<file path="src/rtl/alu_arbiter_pkg.sv">
// ============================================================================
// Module   : alu_arbiter_pkg
// Brief    : Shared ALU control codes, arbiter state encodings and port indices.
// Revision : 1.0 - initial release
// ============================================================================
`default_nettype none

package alu_arbiter_pkg;

  // ALU control codes shared with the rv32im alu
  localparam int ALU_CTRL_WIDTH = 4;

  localparam logic [ALU_CTRL_WIDTH-1:0] ALU_CTRL_ADD_ADDI = 4'd0;
  localparam logic [ALU_CTRL_WIDTH-1:0] ALU_CTRL_SUB      = 4'd1;
  localparam logic [ALU_CTRL_WIDTH-1:0] ALU_CTRL_SLL      = 4'd2;
  localparam logic [ALU_CTRL_WIDTH-1:0] ALU_CTRL_SLT      = 4'd3;
  localparam logic [ALU_CTRL_WIDTH-1:0] ALU_CTRL_SLTU     = 4'd4;
  localparam logic [ALU_CTRL_WIDTH-1:0] ALU_CTRL_XOR      = 4'd5;
  localparam logic [ALU_CTRL_WIDTH-1:0] ALU_CTRL_SRL      = 4'd6;
  localparam logic [ALU_CTRL_WIDTH-1:0] ALU_CTRL_SRA      = 4'd7;
  localparam logic [ALU_CTRL_WIDTH-1:0] ALU_CTRL_OR       = 4'd8;
  localparam logic [ALU_CTRL_WIDTH-1:0] ALU_CTRL_AND      = 4'd9;

  typedef enum logic [1:0] {
    ALU_ARB_IDLE  = 2'd0,
    ALU_ARB_ISSUE = 2'd1,
    ALU_ARB_RESP  = 2'd2
  } alu_arb_state_t;

  localparam logic ALU_ARB_P0 = 1'b0;
  localparam logic ALU_ARB_P1 = 1'b1;

  function automatic logic alu_is_shift(input logic [ALU_CTRL_WIDTH-1:0] ctrl);
    return (ctrl == ALU_CTRL_SLL) || (ctrl == ALU_CTRL_SRL) || (ctrl == ALU_CTRL_SRA);
  endfunction

endpackage

`default_nettype wire

</file>
<file path="src/rtl/alu_arb_pick.sv">
// ============================================================================
// Module   : alu_arb_pick
// Brief    : Combinational 2-way requester picker. ALU_ARB_RR_EN selects
//            round-robin tie-break; otherwise port 0 has fixed priority.
// Revision : 1.0 - initial release
// ============================================================================
`default_nettype none

module alu_arb_pick
  import alu_arbiter_pkg::*;
(
  input  logic [1:0] valid,
  input  logic       last_grant,
  output logic       grant,
  output logic       any
);

  assign any = |valid;

`ifdef ALU_ARB_RR_EN
  always_comb begin
    grant = ALU_ARB_P0;
    if (valid[0] && valid[1]) begin
      grant = ~last_grant;
    end else if (valid[1]) begin
      grant = ALU_ARB_P1;
    end
  end
`else
  always_comb begin
    grant = ALU_ARB_P0;
    if (!valid[0] && valid[1]) begin
      grant = ALU_ARB_P1;
    end
  end

  // Fixed priority never consults the previous winner
  logic w_unused_last_grant;
  assign w_unused_last_grant = last_grant;
`endif

endmodule

`default_nettype wire

</file>
<file path="src/rtl/alu_arbiter.sv">
// ============================================================================
// Module   : alu_arbiter
// Brief    : Shares one ALU between two requesters with a valid/ready issue
//            and a one-cycle done pulse. Define ALU_ARB_RR_EN for round-robin.
// Revision : 1.0 - initial release
// ============================================================================
`default_nettype none

module alu_arbiter
  import alu_arbiter_pkg::*;
#(
  parameter int DATA_W = 32,
  parameter int CTRL_W = ALU_CTRL_WIDTH
) (
  input  logic              clk,
  input  logic              resetn,
  input  logic              r0_valid,
  input  logic [DATA_W-1:0] r0_a,
  input  logic [DATA_W-1:0] r0_b,
  input  logic [CTRL_W-1:0] r0_ctrl,
  output logic              r0_ack,
  output logic              r0_done,
  input  logic              r1_valid,
  input  logic [DATA_W-1:0] r1_a,
  input  logic [DATA_W-1:0] r1_b,
  input  logic [CTRL_W-1:0] r1_ctrl,
  output logic              r1_ack,
  output logic              r1_done,
  output logic [DATA_W-1:0] rsp_result,
  output logic              rsp_zero,
  output logic [DATA_W-1:0] alu_a,
  output logic [DATA_W-1:0] alu_b,
  output logic [CTRL_W-1:0] alu_ctrl,
  output logic              alu_valid,
  input  logic              alu_ready,
  input  logic [DATA_W-1:0] alu_result,
  input  logic              alu_zero,
  output logic              busy
);

  alu_arb_state_t    r_state;
  alu_arb_state_t    w_state_next;
  logic [DATA_W-1:0] r_a;
  logic [DATA_W-1:0] r_b;
  logic [CTRL_W-1:0] r_ctrl;
  logic              r_grant;
  logic [DATA_W-1:0] r_rsp_result;
  logic              r_rsp_zero;
  logic              w_pick_grant;
  logic              w_pick_any;
  logic              w_pick_last;
  logic              w_accept;

`ifdef ALU_ARB_RR_EN
  logic r_last_grant;

  always_ff @(posedge clk) begin
    if (!resetn) begin
      r_last_grant <= ALU_ARB_P1;
    end else if (w_accept) begin
      r_last_grant <= w_pick_grant;
    end
  end

  assign w_pick_last = r_last_grant;
`else
  assign w_pick_last = ALU_ARB_P1;
`endif

  alu_arb_pick u_pick (
    .valid      ({r1_valid, r0_valid}),
    .last_grant (w_pick_last),
    .grant      (w_pick_grant),
    .any        (w_pick_any)
  );

  // Gated by resetn so no ack escapes while the block is held in reset
  assign w_accept = resetn && (r_state == ALU_ARB_IDLE) && w_pick_any;

  always_comb begin
    w_state_next = r_state;
    r0_ack       = 1'b0;
    r1_ack       = 1'b0;
    r0_done      = 1'b0;
    r1_done      = 1'b0;
    alu_valid    = 1'b0;
    busy         = (r_state != ALU_ARB_IDLE);
    case (r_state)
      ALU_ARB_IDLE: begin
        if (w_accept) begin
          r0_ack       = (w_pick_grant == ALU_ARB_P0);
          r1_ack       = (w_pick_grant == ALU_ARB_P1);
          w_state_next = ALU_ARB_ISSUE;
        end
      end
      ALU_ARB_ISSUE: begin
        alu_valid = 1'b1;
        if (alu_ready) begin
          w_state_next = ALU_ARB_RESP;
        end
      end
      ALU_ARB_RESP: begin
        r0_done      = resetn && (r_grant == ALU_ARB_P0);
        r1_done      = resetn && (r_grant == ALU_ARB_P1);
        w_state_next = ALU_ARB_IDLE;
      end
      default: begin
        w_state_next = ALU_ARB_IDLE;
      end
    endcase
  end

  always_ff @(posedge clk) begin
    if (!resetn) begin
      r_state <= ALU_ARB_IDLE;
    end else begin
      r_state <= w_state_next;
    end
  end

  // Only the winner's operands are sampled
  always_ff @(posedge clk) begin
    if (!resetn) begin
      r_a     <= '0;
      r_b     <= '0;
      r_ctrl  <= '0;
      r_grant <= ALU_ARB_P0;
    end else if (w_accept) begin
      r_grant <= w_pick_grant;
      if (w_pick_grant == ALU_ARB_P1) begin
        r_a    <= r1_a;
        r_b    <= r1_b;
        r_ctrl <= r1_ctrl;
      end else begin
        r_a    <= r0_a;
        r_b    <= r0_b;
        r_ctrl <= r0_ctrl;
      end
    end
  end

  always_ff @(posedge clk) begin
    if (!resetn) begin
      r_rsp_result <= '0;
      r_rsp_zero   <= 1'b0;
    end else if ((r_state == ALU_ARB_ISSUE) && alu_ready) begin
      r_rsp_result <= alu_result;
      r_rsp_zero   <= alu_zero;
    end
  end

  assign alu_a      = r_a;
  assign alu_b      = r_b;
  assign alu_ctrl   = r_ctrl;
  assign rsp_result = r_rsp_result;
  assign rsp_zero   = r_rsp_zero;

endmodule

`default_nettype wire

</file>
<file path="config.mk">
export PLATFORM = sky130hd
export DESIGN_NAME = alu_arbiter
export DESIGN_NICKNAME = d
export VERILOG_FILES = /design/src/rtl/alu_arbiter_pkg.sv /design/src/rtl/alu_arb_pick.sv /design/src/rtl/alu_arbiter.sv
export SDC_FILE = /design/constraint.sdc
export NUM_CORES = 1
export LEC_CHECK = 0
export ABC_AREA = 1
export CORE_MARGIN = 1
export CORE_UTILIZATION = 40
export CTS_CLUSTER_SIZE = 28
export DETAILED_ROUTE_END_ITERATION = 8
export HOLD_SLACK_MARGIN = 0.05
export PLACE_DENSITY = 0.87
export SLEW_MARGIN = 40
export SYNTH_ARGS = -nofsm -noshare
export SYNTH_HDL_FRONTEND = slang
export SYNTH_SLANG_ARGS = --single-unit
</file>
<file path="constraint.sdc">
create_clock -name clk -period 1.8 [get_ports clk]
set_input_delay 0.36 -clock clk [delete_from_list [all_inputs] [get_ports clk]]
set_output_delay 0.36 -clock clk [all_outputs]
set_load 0.01 [all_outputs]
</file>
==> metrics.csv <==
stage,metric,value,unit
global_route,grt_max_degree,71,
global_route,grt_pass1_vias,4990,
clock_network,tritoncts,built,
logic_synthesis,synth-seq-cells,104,
power_and_ir_drop,netSwitchingFraction,25.5,%
detailed_routing,wire_per_inst,14.4,um
worst_setup_path,worstSetupPathType,flop to output pin,
global_route,track_usage,26.0,%
sta,hold_violations,0,
logic_synthesis,synth_area_per_cell,6.65,sq um
sta,min_period,1.75,ns
power_and_ir_drop,clkPwrFrac,36.4,%
sta,rsz0062_at_grt,false,
sta,tightest_slew,0.725,ns
logic_synthesis,yosysWarnings,0,
place,hpwl,11.0,mm
logic_synthesis,ys_seq_area_share,45.0,%
final_layout,final_nets,1124,
floorplanning,coreArea,0.0111,sq mm
floorplanning,die_w,110,um
global_route,antenna_found_initial,0,
place,place.gp.congestion,0.826,
clock_network,cts_root_buf,clkbuf_16,
power_and_ir_drop,power.density,788,mW/mm^2
logic_synthesis,netlist_area,0.00463,sq mm
final_layout,stdcell_count,1095,
sta,maxSlewHeadroom,51.7,%
floorplanning,fp-row-count,38,
detailed_routing,viasPerCell,4.99,
detailed_routing,firstDrtPassIters,4,
sta,drv_slew,0,
place,placed_area,0.00752,sq mm
clock_network,hold_buffers,0,
logic_synthesis,synthesis.instances,696,
clock_network,clk_pin_slew_worst_paths,0.07,ns
floorplanning,initial_core_util,41.8,%
clock_network,clk_path_buf_depth,2,
detailed_routing,drt_iter0_drc,248,
detailed_routing,routed-via-count,5468,
power_and_ir_drop,p_int,4.62,mW
sta,max_freq,570,MHz
clock_network,cts_buffers,9,
power_and_ir_drop,p_seq_share,40.6,%
logic_synthesis,synth_nets,870,
job,drv_cap,0,
final_layout,final_common_cell,nand2_1,
final_layout,drive_above_1_share,5.03,%
sta,hold_ws,0.461,ns
floorplanning,pin_count,281,
worst_setup_path,worstPathMaxFanout,3,
floorplanning,die_h,110,um
sta,finalSetupViolCount,0,
power_and_ir_drop,finalPower,6.19,mW
clock_network,cts.sinks,104,
hold_path,hp-class,flop to flop,
worst_setup_path,cp-end-kind,output pin,
sta,fin_worst_skew,0.00524,ns
place,dp.cells,1079,
power_and_ir_drop,p_sw,1.58,mW
final_layout,antenna_cells,0,
worst_setup_path,arrival,1.39,ns
floorplanning,design.die.area,0.0120,sq mm
run_status,status,"complete, no violations",
power_and_ir_drop,vdd_drop_max,0.000578,V
detailed_routing,drcViolationCount,0,
final_layout,final_cell_mix,"nand2_1 (314), clkdlybuf4s50_1 (273), a21oi_1 (102), dfxtp_1 (102), nand3_1 (101)",
power_and_ir_drop,p_leak,3.16,nW
power_and_ir_drop,combPwrFrac,23.0,%
final_layout,final_area,0.00786,sq mm
logic_synthesis,synth.distinct_cells,15,
global_route,grt_pass1_wl,24.1,mm
final_layout,area_growth,69.9,%
sta,timing.final.crit_share,97.4,%
clock_network,clock_latency,0.34,ns
detailed_routing,ant_nets,0,
place,portBuffers,280,
final_layout,final_core_util,71.0,%
worst_setup_path,required,1.44,ns
global_route,grt-ovfl-total,0,
detailed_routing,wl,15.8,mm
worst_setup_path,start_kind,flop,
clock_network,cts-htree-levels,3,
-- final cells by class --
class / count / area [sq um]
clock buffers: 11 / 243
multi-input cells: 528 / 2270
flip-flops and latches: 104 / 2080
fillers: 914 / 3210
inverters: 7 / 27.5
clock inverters: 5 / 104
repair buffers: 300 / 2960
well taps: 140 / 175
-- cell families after synthesis --
family	count (synthesis)	synth area share, %
buffers and inverters	64	6.43
flip-flops	104	45.0
AO/OA/AOI/OAI	102	11.0
AND/OR/NAND/NOR	426	37.6
-- layer usage --
metal / part of all wire (%) / wire, um / vias up / global-route usage (%)
li1: - / - / 2751 / -
met1: 38 / 6060 / 2456 / 28.6
met2: 49 / 7810 / 216 / 45.3
met3: 8.5 / 1350 / 45 / 7.65
met4: 3.7 / 590 / 0 / 13.0
met5: 0 / 0 / - / 0
-- critical path, stage by stage, from the launching register on --
cell             delay (ns)
dfxtp_2                0.39
nor2_4                 0.06
inv_1                  0.05
clkdlybuf4s50_1        0.56
-- Yosys cell counts, drive strengths merged --
master / n / area share (%)
a21oi: 102 / 11
buf: 30 / 3.7
clkbuf: 27 / 2.2
clkinv: 1 / 0.081
dfxtp: 104 / 45
inv: 6 / 0.49
nand2: 315 / 26
nand3: 102 / 11
nor2: 8 / 0.81
nor3: 1 / 0.11
-- worst paths after layout --
kind / to / cells past startpoint / slack (ns) / startpoint
setup / recovery: busy / 3 / 0.05 / r_state[1]$_SDFFE_PN0P_
hold / removal: rsp_result[17]$_SDFFE_PN0P_ / 2 / 0.46 / rsp_result[17]$_SDFFE_PN0P_
setup reg to reg: alu_a[28]$_SDFFE_PN0P_ / 7 / 0.29 / r_state[1]$_SDFFE_PN0P_
hold reg to reg: rsp_result[17]$_SDFFE_PN0P_ / 2 / 0.46 / rsp_result[17]$_SDFFE_PN0P_
-- metrics by stage --
stage | setup WS, ns | TNS (ns)
6_report | 0.0463 | 0
5_1_grt | 0.0000309 | 0
4_1_cts | -0.00655 | -0.00655
3_5_place_dp | -0.357 | -14.58
3_3_place_gp | -0.353 | -11.82
2_1_floorplan | 0.322 | 0
-- power by group through the flow --
stage	sequential, mW	combinational (mW)	clock (mW)
finish	2.52	1.42	2.26
global route	2.53	1.56	2.37
CTS	2.52	1.43	2.28
detailed placement	2.57	1.42	0
global placement	2.56	1.41	0
floorplan	2.63	0.539	0
-- registers in the layout (all words and copies together), names as in the netlist --
register and count:
r_state 2, alu_a 32, r_grant 1, alu_b 32, alu_ctrl 4, rsp_zero 1, rsp_result 32
-- timing repair --
item	4_1_cts	5_1_grt
pin swaps	1	0
endpoints found under the setup margin	6	28
buffers inserted	0	0
resized for setup	10	9
hold endpoints to repair	0	0
(Power assumes the default switching activity.)
